`src/rtl/pkt_stream_arbiter_pkg.sv`:
```
// pkt_arb_pkg: state encodings, default widths and the round-robin pick helper
package pkt_arb_pkg;
  typedef enum logic [1:0] {IDLE = 2'd0, XFER = 2'd1, DRAIN = 2'd2} state_t;
  localparam int BUS_SIZE_DEF = 16;
  localparam int WORD_SIZE_DEF = 4;
  localparam int NUM_REQ_DEF = 4;
  localparam int BURST_MAX_DEF = 8;
  localparam int ERR_CNT_W_DEF = 8;
  localparam int MAX_REQ_W = 5;
  localparam int MAX_REQ = 1 << MAX_REQ_W;
  function automatic int rr_pick(input logic [MAX_REQ-1:0] req, input int ptr, input int n);
    int pick;
    int j;
    logic found;
    pick = 0;
    found = 1'b0;
    for (int k = 0; k < MAX_REQ; k++) begin
      j = (ptr + k >= n) ? ptr + k - n : ptr + k;
      if (k < n && !found && req[MAX_REQ_W'(j)]) begin
        pick = j;
        found = 1'b1;
      end
    end
    return pick;
  endfunction
endpackage

```
`src/rtl/pkt_stream_arbiter_if.sv`:
```
// pkt_stream_arbiter_if: source, checker and status signals of the packet arbiter
interface pkt_stream_arbiter_if import pkt_arb_pkg::*; #(
  parameter int BUS_SIZE = BUS_SIZE_DEF,
  parameter int NUM_REQ = NUM_REQ_DEF,
  parameter int ERR_CNT_W = ERR_CNT_W_DEF,
  parameter int IDX_W = $clog2(NUM_REQ)
) ();
  logic [NUM_REQ-1:0] req_valid;
  logic [NUM_REQ*BUS_SIZE-1:0] req_data;
  logic [NUM_REQ-1:0] req_last;
  logic [NUM_REQ-1:0] req_ready;
  logic [BUS_SIZE-1:0] chk_data;
  logic chk_valid;
  logic chk_error;
  logic [NUM_REQ-1:0] grant;
  logic busy;
  logic [IDX_W-1:0] err_src;
  logic [ERR_CNT_W-1:0] err_count;
  modport master (
    input req_valid, req_data, req_last, chk_error,
    output req_ready, chk_data, chk_valid, grant, busy, err_src, err_count
  );
  modport slave (
    output req_valid, req_data, req_last, chk_error,
    input req_ready, chk_data, chk_valid, grant, busy, err_src, err_count
  );
endinterface

```
`src/rtl/pkt_stream_arbiter_rr_pick.sv`:
```
// rr_pick_onehot: first requester at or after the pointer, as index and one-hot
module rr_pick_onehot import pkt_arb_pkg::*; #(
  parameter int NUM_REQ = NUM_REQ_DEF,
  parameter int IDX_W = $clog2(NUM_REQ)
) (
  input  logic [NUM_REQ-1:0] req_i,
  input  logic [IDX_W-1:0]   ptr_i,
  output logic [NUM_REQ-1:0] onehot_o,
  output logic [IDX_W-1:0]   idx_o,
  output logic               any_o
);
  logic [MAX_REQ-1:0] req_ext;
  assign req_ext = MAX_REQ'(req_i);
  assign idx_o = IDX_W'(rr_pick(req_ext, int'(ptr_i), NUM_REQ));
  assign any_o = |req_i;
  assign onehot_o = any_o ? NUM_REQ'(1) << idx_o : '0;
endmodule

```
`src/rtl/pkt_stream_arbiter.sv`:
```
// pkt_stream_arbiter: round-robin packet arbiter feeding the packet checker, with error drain
module pkt_stream_arbiter import pkt_arb_pkg::*; #(
  parameter int BUS_SIZE = BUS_SIZE_DEF,
  parameter int WORD_SIZE = WORD_SIZE_DEF,
  parameter int NUM_REQ = NUM_REQ_DEF,
  parameter int BURST_MAX = BURST_MAX_DEF,
  parameter int ERR_CNT_W = ERR_CNT_W_DEF,
  parameter int IDX_W = $clog2(NUM_REQ)
) (
  input logic clk,
  input logic reset,
  pkt_stream_arbiter_if.master bus
);
  localparam int CNT_W = $clog2(BURST_MAX);
  if (NUM_REQ < 2 || NUM_REQ > MAX_REQ || BURST_MAX < 2 || BUS_SIZE % WORD_SIZE != 0) begin : g_bad_cfg
    $error("pkt_stream_arbiter: unsupported parameter combination");
  end
  state_t state_q;
  logic [NUM_REQ-1:0] grant_q, pick_oh;
  logic [IDX_W-1:0] rr_ptr_q, owner_q, err_src_q, pick_idx, next_ptr;
  logic [CNT_W-1:0] word_cnt_q;
  logic [BUS_SIZE-1:0] chk_data_q;
  logic [ERR_CNT_W-1:0] err_count_q, err_count_d;
  logic chk_valid_q, pick_any, acc, last_acc, burst_end, release_pkt;
  rr_pick_onehot #(.NUM_REQ(NUM_REQ), .IDX_W(IDX_W)) u_pick (
    .req_i(bus.req_valid),
    .ptr_i(rr_ptr_q),
    .onehot_o(pick_oh),
    .idx_o(pick_idx),
    .any_o(pick_any)
  );
  // owner_q is only meaningful outside IDLE; the error path overrides the burst limit
  always_comb begin
    acc = state_q != IDLE && bus.req_valid[owner_q];
    last_acc = acc && bus.req_last[owner_q];
    burst_end = acc && (bus.req_last[owner_q] || word_cnt_q == CNT_W'(BURST_MAX - 1));
    release_pkt = state_q == XFER ? (bus.chk_error ? last_acc : burst_end) : state_q == DRAIN && last_acc;
    next_ptr = owner_q == IDX_W'(NUM_REQ - 1) ? '0 : owner_q + 1'b1;
    err_count_d = &err_count_q ? err_count_q : err_count_q + 1'b1;
  end
  always_ff @(posedge clk) begin
    if (reset) begin
      state_q <= IDLE;
      grant_q <= '0;
      rr_ptr_q <= '0;
      owner_q <= '0;
      word_cnt_q <= '0;
      chk_data_q <= '0;
      chk_valid_q <= 1'b0;
      err_src_q <= '0;
      err_count_q <= '0;
    end else begin
      chk_valid_q <= 1'b0;
      if (bus.chk_error) begin
        err_src_q <= owner_q;
        err_count_q <= err_count_d;
      end
      if (state_q == IDLE && pick_any) begin
        state_q <= XFER;
        grant_q <= pick_oh;
        owner_q <= pick_idx;
        word_cnt_q <= '0;
      end
      if (state_q == XFER && acc) begin
        chk_data_q <= bus.req_data[owner_q*BUS_SIZE +: BUS_SIZE];
        chk_valid_q <= !bus.chk_error;
        word_cnt_q <= word_cnt_q + 1'b1;
      end
      if (state_q == XFER && bus.chk_error && !last_acc) state_q <= DRAIN;
      if (release_pkt) begin
        state_q <= IDLE;
        grant_q <= '0;
        rr_ptr_q <= next_ptr;
      end
    end
  end
  assign bus.req_ready = grant_q;
  assign bus.grant = grant_q;
  assign bus.busy = state_q != IDLE;
  assign bus.chk_data = chk_data_q;
  assign bus.chk_valid = chk_valid_q;
  assign bus.err_src = err_src_q;
  assign bus.err_count = err_count_q;
endmodule

```
`src/flat_wrapper.sv`:
```
// flat-port wrapper written by rule: the top's interface ports become plain ports
module pkt_stream_arbiter_flat import pkt_arb_pkg::*;
#(
  parameter int BUS_SIZE = BUS_SIZE_DEF,
  parameter int WORD_SIZE = WORD_SIZE_DEF,
  parameter int NUM_REQ = NUM_REQ_DEF,
  parameter int BURST_MAX = BURST_MAX_DEF,
  parameter int ERR_CNT_W = ERR_CNT_W_DEF,
  parameter int IDX_W = $clog2(NUM_REQ)
)
  (clk, reset, bus_req_valid, bus_req_data, bus_req_last, bus_chk_error, bus_req_ready, bus_chk_data, bus_chk_valid, bus_grant, bus_busy, bus_err_src, bus_err_count);
  pkt_stream_arbiter_if #(.BUS_SIZE(BUS_SIZE), .NUM_REQ(NUM_REQ), .ERR_CNT_W(ERR_CNT_W), .IDX_W(IDX_W)) bus_i ();
  input logic clk;
  input logic reset;
  input wire logic [$bits(bus_i.req_valid)-1:0] bus_req_valid;
  input wire logic [$bits(bus_i.req_data)-1:0] bus_req_data;
  input wire logic [$bits(bus_i.req_last)-1:0] bus_req_last;
  input wire logic [$bits(bus_i.chk_error)-1:0] bus_chk_error;
  output wire logic [$bits(bus_i.req_ready)-1:0] bus_req_ready;
  output wire logic [$bits(bus_i.chk_data)-1:0] bus_chk_data;
  output wire logic [$bits(bus_i.chk_valid)-1:0] bus_chk_valid;
  output wire logic [$bits(bus_i.grant)-1:0] bus_grant;
  output wire logic [$bits(bus_i.busy)-1:0] bus_busy;
  output wire logic [$bits(bus_i.err_src)-1:0] bus_err_src;
  output wire logic [$bits(bus_i.err_count)-1:0] bus_err_count;
  assign bus_i.req_valid = bus_req_valid;
  assign bus_i.req_data = bus_req_data;
  assign bus_i.req_last = bus_req_last;
  assign bus_i.chk_error = bus_chk_error;
  assign bus_req_ready = bus_i.req_ready;
  assign bus_chk_data = bus_i.chk_data;
  assign bus_chk_valid = bus_i.chk_valid;
  assign bus_grant = bus_i.grant;
  assign bus_busy = bus_i.busy;
  assign bus_err_src = bus_i.err_src;
  assign bus_err_count = bus_i.err_count;
  pkt_stream_arbiter #(.BUS_SIZE(BUS_SIZE), .WORD_SIZE(WORD_SIZE), .NUM_REQ(NUM_REQ), .BURST_MAX(BURST_MAX), .ERR_CNT_W(ERR_CNT_W), .IDX_W(IDX_W)) u_core (.clk(clk), .reset(reset), .bus(bus_i));
endmodule
```
`config.mk`:
```
export PLATFORM = sky130hd
export DESIGN_NAME = pkt_stream_arbiter_flat
export DESIGN_NICKNAME = d
export VERILOG_FILES = /design/src/rtl/pkt_stream_arbiter_pkg.sv /design/src/rtl/pkt_stream_arbiter_if.sv /design/src/rtl/pkt_stream_arbiter_rr_pick.sv /design/src/rtl/pkt_stream_arbiter.sv /design/src/flat_wrapper.sv
export SDC_FILE = /design/constraint.sdc
export NUM_CORES = 1
export LEC_CHECK = 0
export CAP_MARGIN = 20
export CORE_UTILIZATION = 45
export CTS_CLUSTER_DIAMETER = 30
export DETAILED_ROUTE_END_ITERATION = 12
export PLACE_DENSITY = 0.88
export SLEW_MARGIN = 10
export SYNTH_ARGS = -nofsm -noshare
export SYNTH_HDL_FRONTEND = slang
export SYNTH_SLANG_ARGS = --single-unit
```
`constraint.sdc`:
```
create_clock -name clk -period 7.1 [get_ports clk]
set_input_delay 0.71 -clock clk [delete_from_list [all_inputs] [get_ports clk]]
set_output_delay 0.71 -clock clk [all_outputs]
set_load 0.01 [all_outputs]
```
======== Word level (Yosys, flattened, before mapping) ========
Cells that the tools add are included.
word-level totals
  output and inout bits ................... 36
  logic and storage cells ................. 99
  register bits ........................... 40
  input bits .............................. 75
operators by class
  eq/ne operators ......................... 4
  $add $sub $neg .......................... 10
  muxes and demuxes ....................... 35
  shift-type cells ........................ 2
  magnitude comparators ................... 9
  bitwise logic cells ..................... 2
  reductions and logical operators ........ 27
operator list
  kind                                                  count
  >= comparator 32 x 4 -> 1 bit, second input constant  3
  indexed part select 64 x 7 -> 16 bit                  1
  < comparator 5 x 7 -> 1 bit, second input constant    4
  binary-select mux 1 bit (select 5 bit)                4
  two-way mux 5 bit                                     4
  two-way mux 1 bit                                     15
  two-way mux 2 bit                                     7
  subtractor 3 x 3 -> 4 bit, second input constant      3
  logical AND 1 bit                                     11
  adder 8 x 1 -> 8 bit, second input constant           1
  AND reduction 8 bit                                   1
  adder 2 x 2 -> 3 bit, second input constant           2
  two-way mux 3 bit                                     2
  nonzero test 2 bit                                    3
  zero test 1 bit                                       5
  binary-select mux 1 bit (select 2 bit)                2
  equality test 2 bit, second input constant            2
  two-way mux 4 bit                                     1
  OR reduction 2 bit                                    2
  OR reduction 4 bit                                    1
  left shift 1 x 2 -> 4 bit, first input constant       1
  subtractor 2 x 3 -> 4 bit, second input constant      1
  adder 2 x 1 -> 3 bit, second input constant           1
  adder 3 x 1 -> 3 bit, second input constant           1
  other kinds (10)                                      11

======== Depth between registers and ports, before layout ========
  word-level depth ........................ 17
  mapped depth ............................ 9

======== Cells and area by module ========
A second synthesis with hierarchy kept.
second synthesis, totals
  cell total of the unflattened synthesis .. 256
  area total of the unflattened synthesis .. 2428.6 µm²
by module, submodules not included
  module              cells an instance  sequential area each (µm²)  area an instance (µm²)  times used
  pkt_stream_arbiter  214                800.8                       2042.0                  1
  rr_pick_onehot      42                 0.0                         386.6                   1

======== Least setup slack after synthesis ========
No wires, ideal clock.
  path type ............................... reg-to-reg
  start point ............................. register u_core.rr_ptr_q[0]
  end point ............................... register u_core.grant_q[2], in the netlist u_core.bus.grant[2]
  library setup time ...................... 0.066 ns
  cell stages (with the launch flop) ...... 10
  period minus slack after synthesis ...... 2.412 ns
  arrival ................................. 2.345 ns
  setup slack ............................. 4.688 ns
  data required time ...................... 7.034 ns
  cell sequence ........................... dfxtp_1 > buf_6 > inv_1 > ha_1 > inv_1 > or3_1 > a211o_1 > and3_4 > a211o_1 > a21oi_2
between the ends
  cells in the longest elaborated chain, start to end .. 17
  elaborated cells on any way between the ends .. 42
  classes of those cells .................. add/sub: 7; order compare: 4; shift: 1; mux: 24; reduce/logical: 6
RTL lines
  element                                                                                 RTL line                          text
  from (decl)                                                                             pkt_stream_arbiter.sv:20          logic [IDX_W-1:0] rr_ptr_q, owner_q, err_src_q, pick_idx, next_ptr;
  from (signal assigned)                                                                  pkt_stream_arbiter.sv:73          rr_ptr_q <= next_ptr;
  parallel branches: the longest is 14 deep, another holds >= comparator 32 x 4 -> 1 bit  n/a
  two-way mux 2 bit *                                                                     pkt_stream_arbiter_pkg.sv:19      if (k < n && !found && req[MAX_REQ_W'(j)]) begin
  left shift 1 x 2 -> 4 bit *                                                             pkt_stream_arbiter_rr_pick.sv:16  assign onehot_o = any_o ? NUM_REQ'(1) << idx_o : '0;
  two-way mux 4 bit *                                                                     pkt_stream_arbiter_rr_pick.sv:16
  to (signal assigned)                                                                    pkt_stream_arbiter.sv:60          grant_q <= pick_oh;
  to (decl)                                                                               pkt_stream_arbiter.sv:19          logic [NUM_REQ-1:0] grant_q, pick_oh;
Mark *: on every way between the ends. The select of a mux whose other input is x is not followed.
A chain may end at the register's enable or synchronous reset.

======== Worst setup path after layout ========
Ends and elaborated chain as after synthesis.

==> results.json <==
{
  "portBuffers": 110,
  "cts_resized": 0,
  "post-cts-setup-buffers": 0,
  "slowest_delay_ns": 0.66,
  "synth_ff_type": "dfxtp_1",
  "hold_depth": 2,
  "die_h_um": 75.7,
  "synthesis.nets": 341,
  "rr_startpoint": "u_core.rr_ptr_q[0]",
  "r2r_end": "u_core.bus.grant[2]",
  "hp-start": "u_core.bus.chk_data[0]",
  "layout-drive-gt1-share_pct": 11.6,
  "grt_pass1_vias": 2057,
  "io-pin-count": 111,
  "nFillCells": 396,
  "p_leak_nw": 1.27,
  "syn_avg_cell_area_um2": 9.47,
  "hpwl_mm": 4.85,
  "routed_wl_mm": 6.42,
  "cp-start-kind": "register",
  "die_area_um2": 5730,
  "rsz0062_at_grt": "false",
  "num_rows": 26,
  "ir_drop_mv": 0.164,
  "grt_pass1_wl_mm": 9.40,
  "die_width_um": 75.7,
  "ff_latch_area_um2": 801,
  "grt_max_degree": 36,
  "worstSetupPathType": "reg -> reg",
  "cp.arrival_ns": 3.08,
  "ys_seq_area_share_pct": 32.8,
  "grt_antenna_before_repair": 0,
  "fin_crit_sh_pct": 40.0,
  "grt-ovfl-total": 0,
  "min_to": "u_core.bus.chk_data[0]",
  "antenna_cells": 0,
  "via_per_inst": 5.43,
  "syn_inst": 258,
  "hold_path_class": "reg -> reg",
  "crit_buf_inv": 2,
  "hold_viol_final": 0,
  "max_freq_mhz": 352,
  "dr.pass1.iters": 4,
  "worst_slew_pin_slew_ns": 1.05,
  "clk_pin_slew_ns": 0.09,
  "worst-r2r-setup-slack_ns": 4.26,
  "worstSkewPairLatency_ns": 0.30,
  "final_nets": 435,
  "crit_family": "compound AO/OA/AOI/OAI gates",
  "place_congestion": 0.967,
  "wl_per_cell_um": 15.2,
  "clock_path_buffers": 2,
  "relSlewSlack_pct": 30.1,
  "status": "completed",
  "drc": 0,
  "drt.antenna.violating_nets": 0,
  "multiInputGateArea_um2": 1490,
  "netlist_area_um2": 2440,
  "synth_most_common_cell": "nand2_1",
  "synth_edf_count": 0,
  "synthDistinctLibCells": 46,
  "numCtsBuffers": 5,
  "ys_warn_count": 0,
  "numClockSinks": 40,
  "pwr_density_cell_nw_per_um2": 225,
  "synth_area_leaders": "dfxtp_1 (33%), mux4_2 (18%), nand2_1 (6.8%)",
  "synth_top_area_share_pct": 32.8,
  "ff2ff_path_depth": 8,
  "worstSetupEndpointType": "register",
  "setup_tns_ns": 0,
  "vias": 2295,
  "slowest_stage": "dfxtp_1",
  "cap_violations": 0,
  "design_area_um2": 3630,
  "path_max_fanout": 13,
  "core_area_um2": 5170,
  "cts_tree": "built",
  "async_reset_ff_share_pct": 0,
  "worstPathCellList": "inv_1, ha_1, inv_1, or3_1, a211o_1, and3_4, a211o_1, a21oi_2",
  "skew_ns": 0.0119,
  "initial_core_util_pct": 47.2,
  "area_growth_pct": 48.7,
  "final_util_pct": 70.2,
  "htreeDepth": 2,
  "drt_iter0_markers": 120,
  "root_buffer": "clkbuf_8",
  "cts_hold_buf": 0,
  "grtUsageTotal_pct": 21.9,
  "setup_viol": 0,
  "final_max_slew_viol_count": 0,
  "postPlaceCellArea_um2": 3510,
  "synth_seq_cells": 40,
  "min_period_ns": 2.84,
  "crit_required_ns": 7.34,
  "synth_largest_area_cell": "dfxtp_1",
  "whs_ns": 0.455,
  "synth.top_cells.by_count": "nand2_1 (44), dfxtp_1 (40), a21oi_1 (26)"
}
-- flip-flops by register name, summed over array words and instances (netlist names) --
name,flops
u_core.bus.err_count,8
u_core.bus.chk_valid,1
u_core.bus.grant,4
u_core.state_q,2
u_core.rr_ptr_q,2
u_core.owner_q,2
u_core.bus.err_src,2
u_core.word_cnt_q,3
u_core.bus.chk_data,16
-- cell usage in the layout, fill, tap and decap left out, types with 3 or more instances in the layout --
| cell | count |
|---|---|
| dfxtp_1 | 40 |
| nor2_1 | 23 |
| mux2i_1 | 9 |
| nor2b_1 | 3 |
| nand3_1 | 6 |
| o21ai_0 | 3 |
| ha_1 | 8 |
| inv_1 | 4 |
| or2_2 | 3 |
| xnor2_1 | 3 |
| a211o_1 | 3 |
| mux4_2 | 19 |
| xor2_1 | 4 |
| nand2_1 | 44 |
| a21oi_1 | 26 |
| mux2_2 | 3 |
| clkbuf_8 | 6 |
| nand4_1 | 4 |
| clkdlybuf4s50_1 | 110 |
-- logic make-up (layout without fill, tap and decap cells) --
kind of cell | Yosys count | after routing | synth area share [%]
and+or+nand+nor | 97 | 97 | 18.1
AOI/OAI and AO/OA | 44 | 44 | 12.0
DFF | 40 | 40 | 32.8
muxes | 33 | 33 | 24.3
buffers and inverters | 29 | 124 | 6.20
adders and majority gates | 8 | 8 | 4.10
xor gates and xnor gates | 7 | 7 | 2.51
-- metal layers --
layer	global-route usage (%)	part of all wire, %
met5	0	0
met4	5.56	0.45
met3	6.88	6.4
met2	38.8	52
met1	25.9	41
-- power by group --
part           internal (W)  switching [W]  total (W)  leakage, nW
Combinational      0.000187       0.000143   0.000330        0.887
Clock              0.000115      0.0000818   0.000197       0.0614
Sequential         0.000253      0.0000368   0.000290        0.325
-- layout make-up --
class / count / area share (%)
multi-input combinational: 189 / 41.0
timing repair buffer: 112 / 30.7
clock buffer: 6 / 2.27
inverter: 4 / 0.414
clock inverter: 2 / 1.07
sequential: 40 / 22.1
tap: 70 / 2.41
-- worst min-delay path, stage by stage, from the launching register on --
cell     delay (ns)
dfxtp_1        0.32
nand2_1        0.05
a21oi_1        0.05
-- through the flow --
step	power [W]	setup slack, ns	std cells
after floorplan	0.000503	4.69	258
after global placement	0.000616	4.31	415
after detailed placement	0.000627	4.24	415
after CTS	0.000823	4.25	423
after global routing	0.000863	4.08	423
final	0.000817	4.26	423
-- how the worst max path moves through the flow --
stage / end / startpoint / cells past startpoint / slack [ns]
floorplan: u_core.bus.grant[2] / u_core.rr_ptr_q[0] / 9 / 4.69
global placement: u_core.bus.grant[2] / bus_req_valid[1] / 7 / 4.31
detailed placement: u_core.bus.grant[2] / bus_req_valid[3] / 7 / 4.24
CTS: u_core.bus.grant[2] / u_core.rr_ptr_q[0] / 8 / 4.25
global route: u_core.bus.grant[2] / u_core.rr_ptr_q[0] / 8 / 4.08
finish: u_core.bus.grant[2] / u_core.rr_ptr_q[0] / 8 / 4.26
No activity file was read; power rests on OpenSTA's default activity.
